<file path="config.mk">
export PLATFORM = sky130hd
export DESIGN_NAME = exerion_rom_loader
export DESIGN_NICKNAME = d
export VERILOG_FILES = /design/src/rtl/exerion_loader_pkg.sv /design/src/rtl/exerion_region_decode.sv /design/src/rtl/exerion_rom_loader.sv
export SDC_FILE = /design/constraint.sdc
export NUM_CORES = 1
export LEC_CHECK = 0
export BUFFER_PORTS_ARGS = -buffer_cell sky130_fd_sc_hd__buf_2
export CAP_MARGIN = 25
export CORE_MARGIN = 2
export CORE_UTILIZATION = 45
export CTS_CLUSTER_DIAMETER = 200
export DETAILED_ROUTE_END_ITERATION = 12
export HOLD_SLACK_MARGIN = 0.05
export PLACE_DENSITY = 0.78
export SYNTH_ARGS = -nofsm -noshare
export SYNTH_HDL_FRONTEND = slang
export SYNTH_SLANG_ARGS = --single-unit
</file>
<file path="constraint.sdc">
create_clock -name clk_sys -period 3.3 [get_ports clk_sys]
set_clock_uncertainty 0.1 [all_clocks]
set_input_delay 0.165 -clock clk_sys [delete_from_list [all_inputs] [get_ports clk_sys]]
set_output_delay 0.165 -clock clk_sys [all_outputs]
set_load 0.05 [all_outputs]
</file>
<file path="src/rtl/exerion_loader_pkg.sv">
// Shared types and image layout for the Exerion ROM loader: region table,
// loader states and the running-checksum helper.
package exerion_loader_pkg;

   localparam int PKG_NREG = 7;
   localparam int PKG_AW   = 25;
   localparam int PKG_LW   = 16;

   typedef enum logic [2:0] {
      REG_MAIN  = 3'd0,
      REG_SUB   = 3'd1,
      REG_CHAR  = 3'd2,
      REG_SPR   = 3'd3,
      REG_BG    = 3'd4,
      REG_CPROM = 3'd5,
      REG_LPROM = 3'd6
   } region_e;

   typedef enum logic [1:0] {
      IDLE = 2'd0,
      LOAD = 2'd1,
      DONE = 2'd2,
      ERR  = 2'd3
   } state_e;

   // Regions are packed back to back: each base is the previous base plus its size.
   localparam logic [PKG_AW-1:0] REG_SIZE [PKG_NREG] = '{
      25'd512, 25'd256, 25'd256, 25'd256, 25'd512, 25'd32, 25'd352
   };
   localparam logic [PKG_AW-1:0] REG_BASE [PKG_NREG] = '{
      25'd0, 25'd512, 25'd768, 25'd1024, 25'd1280, 25'd1792, 25'd1824
   };
   localparam logic [PKG_AW-1:0] IMG_SIZE = 25'd2176;

   function automatic logic [15:0] cksum_add(input logic [15:0] sum, input logic [7:0] data);
      return sum + {8'h00, data};
   endfunction

endpackage

</file>
<file path="src/rtl/exerion_region_decode.sv">
// Combinational decode of a download byte address into a one-hot region hit,
// the region-local offset and an out-of-image flag.
module exerion_region_decode
   import exerion_loader_pkg::*;
(
   input  logic [PKG_AW-1:0]   addr,
   output logic [PKG_NREG-1:0] hit,
   output logic [PKG_LW-1:0]   offset,
   output logic                out_of_range
);

   // Compare the address against every region window.
   always_comb begin
      hit          = '0;
      offset       = '0;
      out_of_range = (addr >= IMG_SIZE);
      for (int i = 0; i < PKG_NREG; i++) begin
         if ((addr >= REG_BASE[i]) && (addr < (REG_BASE[i] + REG_SIZE[i]))) begin
            hit[i] = 1'b1;
            offset = PKG_LW'(addr - REG_BASE[i]);
         end else begin
            hit[i] = 1'b0;
         end
      end
   end

endmodule

</file>
<file path="src/rtl/exerion_rom_loader.sv">
// Turns the HPS ioctl download stream into per-region ROM write pulses and
// holds the core in reset until a complete image is in. Optional image
// checksum verification is enabled with EXERION_LOADER_CKSUM_EN.
module exerion_rom_loader
   import exerion_loader_pkg::*;
#(
   parameter int NREG = 7,
   parameter int AW   = 25,
   parameter int LW   = 16
`ifdef EXERION_LOADER_CKSUM_EN
   ,
   parameter logic [15:0] EXP_CKSUM = 16'h0000
`endif
)
(
   input  logic            clk_sys,
   input  logic            RESET_n,
   input  logic            dn_download,
   input  logic [7:0]      dn_index,
   input  logic [AW-1:0]   dn_addr,
   input  logic [7:0]      dn_data,
   input  logic            dn_wr,
   output logic [NREG-1:0] rom_we,
   output logic [LW-1:0]   rom_addr,
   output logic [7:0]      rom_data,
   output logic            rom_ready,
   output logic            load_err,
   output logic            core_reset_n
`ifdef EXERION_LOADER_CKSUM_EN
   ,
   output logic [15:0]     rom_cksum
`endif
);

   state_e          state_r, state_s;
   logic [AW-1:0]   cnt_r, cnt_s;
   logic            err_r, err_s;
   logic            ready_r, ready_s;
   logic [NREG-1:0] we_r;
   logic [LW-1:0]   addr_r;
   logic [7:0]      data_r;
   logic            core_rst_r;
   logic [NREG-1:0] hit_s;
   logic [LW-1:0]   off_s;
   logic            oor_s;
   logic            accept_s;
   logic            start_s;
   logic            cksum_bad_s;
`ifdef EXERION_LOADER_CKSUM_EN
   logic [15:0]     sum_r, sum_s;
`endif

   exerion_region_decode u_decode (
      .addr         (dn_addr),
      .hit          (hit_s),
      .offset       (off_s),
      .out_of_range (oor_s)
   );

   assign accept_s = (state_r == LOAD) && dn_wr && (dn_index == 8'd0);
   assign start_s  = dn_download && (dn_index == 8'd0);

   // Next-state, byte counter, error and ready computation.
   always_comb begin
      state_s     = state_r;
      cnt_s       = cnt_r;
      err_s       = err_r;
      ready_s     = ready_r;
      cksum_bad_s = 1'b0;
`ifdef EXERION_LOADER_CKSUM_EN
      sum_s       = sum_r;
`endif
      case (state_r)
         IDLE, DONE, ERR: begin
            if (start_s) begin
               state_s = LOAD;
               cnt_s   = '0;
               err_s   = 1'b0;
               ready_s = 1'b0;
`ifdef EXERION_LOADER_CKSUM_EN
               sum_s   = 16'h0000;
`endif
            end else begin
               state_s = state_r;
            end
         end
         LOAD: begin
            // The final write may coincide with the falling edge, so count it before the exit check.
            if (accept_s) begin
               cnt_s = (cnt_r == {AW{1'b1}}) ? cnt_r : (cnt_r + 1'b1);
               err_s = err_r | oor_s;
`ifdef EXERION_LOADER_CKSUM_EN
               sum_s = oor_s ? sum_r : cksum_add(sum_r, dn_data);
`endif
            end else begin
               cnt_s = cnt_r;
            end
`ifdef EXERION_LOADER_CKSUM_EN
            cksum_bad_s = (EXP_CKSUM != 16'h0000) && (sum_s != EXP_CKSUM);
`endif
            if (!dn_download) begin
               if ((cnt_s >= IMG_SIZE) && !err_s && !cksum_bad_s) begin
                  state_s = DONE;
                  ready_s = 1'b1;
               end else begin
                  state_s = ERR;
                  err_s   = 1'b1;
                  ready_s = 1'b0;
               end
            end else begin
               state_s = LOAD;
            end
         end
         default: begin
            state_s = IDLE;
            ready_s = 1'b0;
         end
      endcase
   end

   // Loader state and bookkeeping registers.
   always_ff @(posedge clk_sys or negedge RESET_n) begin
      if (!RESET_n) begin
         state_r <= IDLE;
         cnt_r   <= '0;
         err_r   <= 1'b0;
         ready_r <= 1'b0;
`ifdef EXERION_LOADER_CKSUM_EN
         sum_r   <= 16'h0000;
`endif
      end else begin
         state_r <= state_s;
         cnt_r   <= cnt_s;
         err_r   <= err_s;
         ready_r <= ready_s;
`ifdef EXERION_LOADER_CKSUM_EN
         sum_r   <= sum_s;
`endif
      end
   end

   // Registered write pulse towards the ROM arrays and the core reset.
   always_ff @(posedge clk_sys or negedge RESET_n) begin
      if (!RESET_n) begin
         we_r       <= '0;
         addr_r     <= '0;
         data_r     <= 8'h00;
         core_rst_r <= 1'b0;
      end else begin
         we_r       <= (accept_s && !oor_s) ? hit_s : '0;
         addr_r     <= accept_s ? off_s : addr_r;
         data_r     <= dn_data;
         core_rst_r <= RESET_n & ready_r;
      end
   end

   assign rom_we       = we_r;
   assign rom_addr     = addr_r;
   assign rom_data     = data_r;
   assign rom_ready    = ready_r;
   assign load_err     = err_r;
   assign core_reset_n = core_rst_r;
`ifdef EXERION_LOADER_CKSUM_EN
   assign rom_cksum    = sum_r;
`endif

endmodule
</file>
==> summary.md, run 1 <==
| Metric | Value |
|---|---|
| Crit-path max FO | `7` |
| Fin. max-slew vios | `0` |
| Remaining DRCs | `0` |
| Number of global-route vias before repair | `4177` |
| Power Density | `343.1 mW/mm²` |
| Number of synthesis warnings | `0` |
| Placed Area | `0.004637 mm²` |
| Critical Path Start Type | `flip-flop` |
| Max rail drop VDD | `0.0001472 V` |
| Status | `complete, no violations` |
| Commonest cells after routing, fill and taps aside | `78 x buf_2, 60 x dfrtp_1, 52 x nand2_1, 38 x nand3_1, 35 x nor2_1` |
| Post-Synthesis Cells | `474` |
| Max-cap viol count | `0` |
| Via density | `6.084` |
| All-layer global routing usage | `0.2549` |
| Minimum clock period | `3172 ps` |
| Number of synthesized register bits | `61` |
| Worst Tran Pin Value | `774.7 ps` |
| Final Hold Vio Count | `0` |
| EDFF count, synth | `0` |
| Inserted Diodes | `0` |
| Async S/R FF share, synth | `1.000` |
| Leak pwr | `2.258 nW` |
| Height of the die | `99.19 µm` |
| # setup viols final | `0` |
| CTS Buf Count | `9` |
| Port buffer count | `78` |
| CTS max path bufs | `2` |
| Final #Nets | `634` |
| Total congestion overflow | `0` |
| Area share of fa/ha/maj cells after synthesis | `0.04296` |
| Xor/xnor share of the synthesized area | `0.02577` |
| Class of the worst hold path | `input port to flip-flop` |
| Post-synthesis simple-gate area fraction | `0.2869` |
| FF-to-FF path depth | `7` |
| Setup tns final | `0 ps` |
| Fraction of layout cells with a size suffix above 1 | `0.2207` |
| Area of the die | `0.009839 mm²` |
| Initial DRT Pass Iterations | `5` |
| RR Endpoint | `rom_ready` |
| Pin count of the biggest net entering global routing | `26` |
| Arrival @ worst endpoint | `3300 ps` |
| Vias | `4186` |
| First-pass GRT wire length | `20140 µm` |
| Max Clk Rate | `315.2 MHz` |
| Top FF cell, synth | `dfrtp_1` |
| Num Clock Sinks | `61` |
| Gp weighted congestion | `0.9737` |
| Worst R2R Setup Slack | `130 ps` |
| Largest family of logic cells by synthesized area | `simple AND/OR/NAND/NOR gates` |
| Final worst path period share | `0.9613` |
| Initial drt markers | `341` |
| Mean Syn Cell Area | `8.603 µm²` |
| Worst setup EP type | `flip-flop` |
| Clock Pin Slew Worst Setup and Hold Paths | `70 ps` |
| Commonest non-fill, non-tap cell in the layout | `buf_2` |
| Post-DP HPWL | `8957 µm` |
| Initial antenna violation count | `0` |
| Row count | `34` |
| DR WL/cell | `17.29 µm` |
| R2r startpoint | `cnt_r[8]` |
| CP Class | `flip-flop to flip-flop` |
| Core Region | `0.008763 mm²` |
| Antenna-violating nets left | `0` |
| Worst Setup SP | `cnt_r[8]` |
| Initial core utilization | `0.4653` |
| Synthesized netlist net count | `533` |
| Fin area | `0.005004 mm²` |
| Post-Syn Area | `0.004078 mm²` |
| Yosys cell types | `67` |
| Detailed Route WL | `11890 µm` |
| Post-synthesis mux area share | `0.02209` |
| Clock root buffer | `clkbuf_8` |
| CTS tree | `built` |
| Required @ worst endpoint | `3420 ps` |
| Worst setup path end | `rom_ready` |
| Die W | `99.19 µm` |
| Placed cells | `657` |
| Sequential share of the synthesized area | `0.3743` |
| Hold WS | `78.53 ps` |
| Clk Latency, worst-skew pair | `340 ps` |
| Slew HR | `0.4795` |
| Compound-Gate Fraction of Synth Area | `0.2065` |
| Area delta synth->final | `22.71%` |
| IO Pins | `79` |
| Overall power | `1.717 mW` |
| Fin cells | `688` |
| # H-tree levels | `3` |
[final cells by class]
class	instances	area, µm²
Tap cell	108	135.1
Clock inverter	6	86.33
Multi-Input combinational cell	375	2384
Clock buffer	10	127.6
Inverter	16	60.06
Sequential cell	61	1528
Timing Repair Buffer	112	683.2
Fill cell	775	3760
[Yosys cell counts, drive strengths merged, types with 3 or more instances]
| cell | n | share of area |
|---|---|---|
| xor2 | 3 | 0.0064 |
| buf | 7 | 0.013 |
| a31oi | 8 | 0.012 |
| o21a | 4 | 0.0074 |
| xnor2 | 9 | 0.019 |
| nor4 | 9 | 0.021 |
| a2111oi | 4 | 0.015 |
| and2 | 7 | 0.011 |
| nor3b | 3 | 0.0055 |
| nand2b | 3 | 0.0046 |
| or2 | 4 | 0.0061 |
| mux2i | 9 | 0.022 |
| o211ai | 5 | 0.0092 |
| o21ai | 35 | 0.043 |
| or4 | 7 | 0.013 |
| nand2 | 52 | 0.048 |
| and4 | 7 | 0.015 |
| inv | 16 | 0.015 |
| or3 | 5 | 0.0080 |
| nor2 | 35 | 0.032 |
| a2bb2oi | 3 | 0.0064 |
| a31o | 3 | 0.0064 |
| a211o | 4 | 0.0086 |
| a311oi | 3 | 0.0064 |
| a21oi | 18 | 0.022 |
| nand4 | 14 | 0.027 |
| a41oi | 4 | 0.0086 |
| a32oi | 3 | 0.0064 |
| clkbuf | 15 | 0.014 |
| nand3 | 38 | 0.047 |
| ha | 14 | 0.043 |
| dfrtp | 61 | 0.37 |
| nor3 | 20 | 0.025 |
| and3 | 11 | 0.018 |
| o2111ai | 3 | 0.0064 |
| o31ai | 8 | 0.015 |
[critical path: stages, from the launching register on]
cell	delay (ps)
dfrtp_1	490
nand4_4	160
or4_1	520
or4_2	710
xnor2_1	170
a2111oi_1	390
nand4_2	220
a32o_1	300
[kinds of logic (layout without fill, tap and decap cells)]
family,Yosys count,count (layout)
xor+xnor,12,12
buf+inv,38,144
compound gates,121,121
fa+ha+maj,14,14
mux,9,9
simple gates,219,219
flops,61,61
[metal layers]
| metal | share of wire | vias to the layer above | GRT usage |
|---|---|---|---|
| met3 | 0.067 | 31 | 0.04568 |
| met5 | 0 | - | 0 |
| met2 | 0.49 | 166 | 0.4153 |
| met4 | 0.033 | 0 | 0.1349 |
| met1 | 0.41 | 2008 | 0.3233 |
| li1 | - | 1981 | - |
[per-stage QoR]
stage	setup WS, ps	util
global placement	227.3	0.5291
CTS	77.51	0.5707
global route	-23.05	0.5710
detailed placement	73.11	0.5291
finish	127.8	0.5710
floorplan	242.4	-
[how the worst min path moves through the flow]
| stage | from | end | slack, ps | cells after the start |
|---|---|---|---|---|
| after detailed placement | RESET_n | cnt_r[6] | 100 | 1 |
| final | dn_addr[14] | rom_addr[14] | 80 | 3 |
| after global placement | RESET_n | cnt_r[4] | 90 | 1 |
| after global routing | dn_addr[5] | rom_addr[5] | 90 | 3 |
| after CTS | dn_addr[14] | rom_addr[14] | 70 | 3 |
| after floorplan | RESET_n | cnt_r[0] | -230 | 0 |
[sequential cells by signal (all words and copies together), names as in the netlist]
signal and flops:
rom_data 8, load_err 1, state_r 2, rom_we 7, core_reset_n 1, cnt_r 25
rom_ready 1, rom_addr 16
[report_power, final]
part / leakage, nW / switching (mW) / internal (mW) / total (mW)
clock network: 0.107 / 0.315 / 0.425 / 0.740
registers: 0.820 / 0.0105 / 0.762 / 0.772
logic: 1.33 / 0.131 / 0.0739 / 0.205
total: 2.26 / 0.456 / 1.26 / 1.72
[timing repair]
| item | 4_1_cts | 5_1_grt |
|---|---|---|
| setup buffers | 0 | 0 |
| endpoints found under the hold margin | 37 | 0 |
| hold buffers | 15 | 0 |
| resized for setup | 0 | 2 |
| setup endpoints to repair | 0 | 3 |
(Power assumes the default switching activity.)
==> run 2: changes to the inputs <==
- clock period: 3.3 -> 2.65 ns (I/O delays scaled with it)
==> summary.md, run 2 (synthesis results as in run 1) <==
| Metric | Value |
|---|---|
| Place WS | `-66.42 ps` |
| Worst hold stages | `3` |
| Fin cells | `741` |
| Final #Nets | `687` |
| Total congestion overflow | `0` |
| Commonest cells after routing, fill and taps aside | `78 x buf_2, 71 x buf_4, 57 x dfrtp_1, 51 x nand2_1, 36 x nand3_1` |
| Fin. max-slew vios | `0` |
| Leak pwr | `2.537 nW` |
| CTS max path bufs | `2` |
| Post-route setup slack | `21.11 ps` |
| Vias | `4401` |
| FF-to-FF path depth | `7` |
| Crit-path max FO | `3` |
| Clk Latency, worst-skew pair | `350 ps` |
| Slew HR | `0.5325` |
| Power Density | `384.9 mW/mm²` |
| Fin area | `0.005497 mm²` |
| CP max stage cell | `or4_4` |
| Initial drt markers | `313` |
| Fill cell count | `792` |
| Max-cap viol count | `0` |
| Critical Path Start Type | `flip-flop` |
| Arrival @ worst endpoint | `2760 ps` |
| CP Class | `flip-flop to flip-flop` |
| RSZ-0062 raised after global routing | `true` |
| Crit path largest cell delay | `550 ps` |
| Required @ worst endpoint | `2780 ps` |
| Antenna-violating nets left | `0` |
| Remaining DRCs | `0` |
| Post-layout util | `0.6272` |
| Fraction of layout cells with a size suffix above 1 | `0.3160` |
| CTS tree | `built` |
| Core Region | `0.008763 mm²` |
| Final worst path period share | `0.9920` |
| Placed cells | `707` |
| # setup viols final | `0` |
| Number of global-route vias before repair | `4315` |
| Clock root buffer | `clkbuf_8` |
| Detailed Route WL | `12980 µm` |
| Worst Tran Pin Value | `692.1 ps` |
| Die W | `99.19 µm` |
| All-layer global routing usage | `0.2597` |
| Minimum clock period | `2629 ps` |
| # H-tree levels | `3` |
| Commonest non-fill, non-tap cell in the layout | `buf_2` |
| Max Clk Rate | `380.4 MHz` |
| CP most frequent cell | `or4_4` |
| Max reg flops | `25` |
| Area delta synth->final | `34.80%` |
| Pin count of the biggest net entering global routing | `24` |
| Inserted Diodes | `0` |
| Clock Pin Slew Worst Setup and Hold Paths | `70 ps` |
| Overall power | `2.116 mW` |
| Area of the die | `0.009839 mm²` |
| Height of the die | `99.19 µm` |
| DR WL/cell | `17.52 µm` |
| Initial core utilization | `0.4653` |
| Post-DP HPWL | `9855 µm` |
| Gp weighted congestion | `0.9474` |
| Max rail drop VDD | `0.0002334 V` |
| Critical path cell sequence | `nand4_4, or4_4, or4_4, xnor2_4, a2111oi_4, nand4_2, a32o_1` |
| Largest reg by FF count | `cnt_r` |
| Row count | `34` |
| CTS Buf Count | `9` |
| Status | `complete, no violations` |
| Via density | `5.939` |
| Port buffer count | `78` |
| IO Pins | `79` |
| First-pass GRT wire length | `20380 µm` |
| Class of the worst hold path | `input port to flip-flop` |
| Initial antenna violation count | `0` |
| Placed Area | `0.005025 mm²` |
| Initial DRT Pass Iterations | `8` |
| Final Hold Vio Count | `0` |
| Worst setup EP type | `flip-flop` |
| Num Clock Sinks | `61` |
run 2: repair_timing:
item,CTS,global route
endpoints found under the hold margin,76,0
setup endpoints to repair,2,4
hold buffers,15,0
gates cloned,0,0
setup buffers,1,2
resized for setup,2,18
pin swaps,5,3
run 2: path summary, 6_finish.rpt:
kind / startpoint / endpoint / slack, ps
worst min register to register: rom_addr[4] / rom_addr[4] / 370
worst max-delay path: cnt_r[9] / rom_ready / 20
min in group asynchronous: RESET_n / cnt_r[1] / 130
max in group asynchronous: RESET_n / rom_addr[7] / 1700
worst min-delay path: dn_addr[5] / rom_addr[5] / 70
worst max register to register: cnt_r[9] / rom_ready / 20
run 2: cell type report:
cell class	count	area, µm²	area share
tap	108	135.1	0.02458
timing repair buffer	165	1085	0.1974
sequential	61	1531	0.2786
clock inverter	7	80.08	0.01457
multi-input combinational	375	2481	0.4514
inverter	16	60.06	0.01093
clock buffer	9	123.9	0.02254
run 2: per-layer routing:
layer / vias up / track usage / wire (µm)
met1: 2077 / 0.3043 / 5058
met2: 186 / 0.4662 / 6677
li1: 2091 / - / -
met4: 0 / 0.1170 / 559
met5: - / 0 / 0
met3: 47 / 0.04146 / 688
run 2: report_power, final:
part           total, mW  internal, mW  switching [mW]
Clock              0.878         0.449           0.429
Sequential         0.960         0.948          0.0125
Combinational      0.277         0.108           0.169
Total               2.12          1.50           0.611
run 2: metrics by stage:
step / setup TNS (ps) / hold slack [ps]
floorplan: -163.5 / -263.1
global placement: -40.65 / -36.02
detailed placement: -109.5 / -40.09
CTS: 0 / 60.57
global route: -184.3 / 93.54
finish: 0 / 67.45
run 2: critical path: cells and delay by family (launching register included):
kind / cells / cell delay, ps
AO/OA/AOI/OAI: 2 / 570
flip-flops: 1 / 410
AND/OR/NAND/NOR: 4 / 1280
XOR/XNOR: 1 / 160
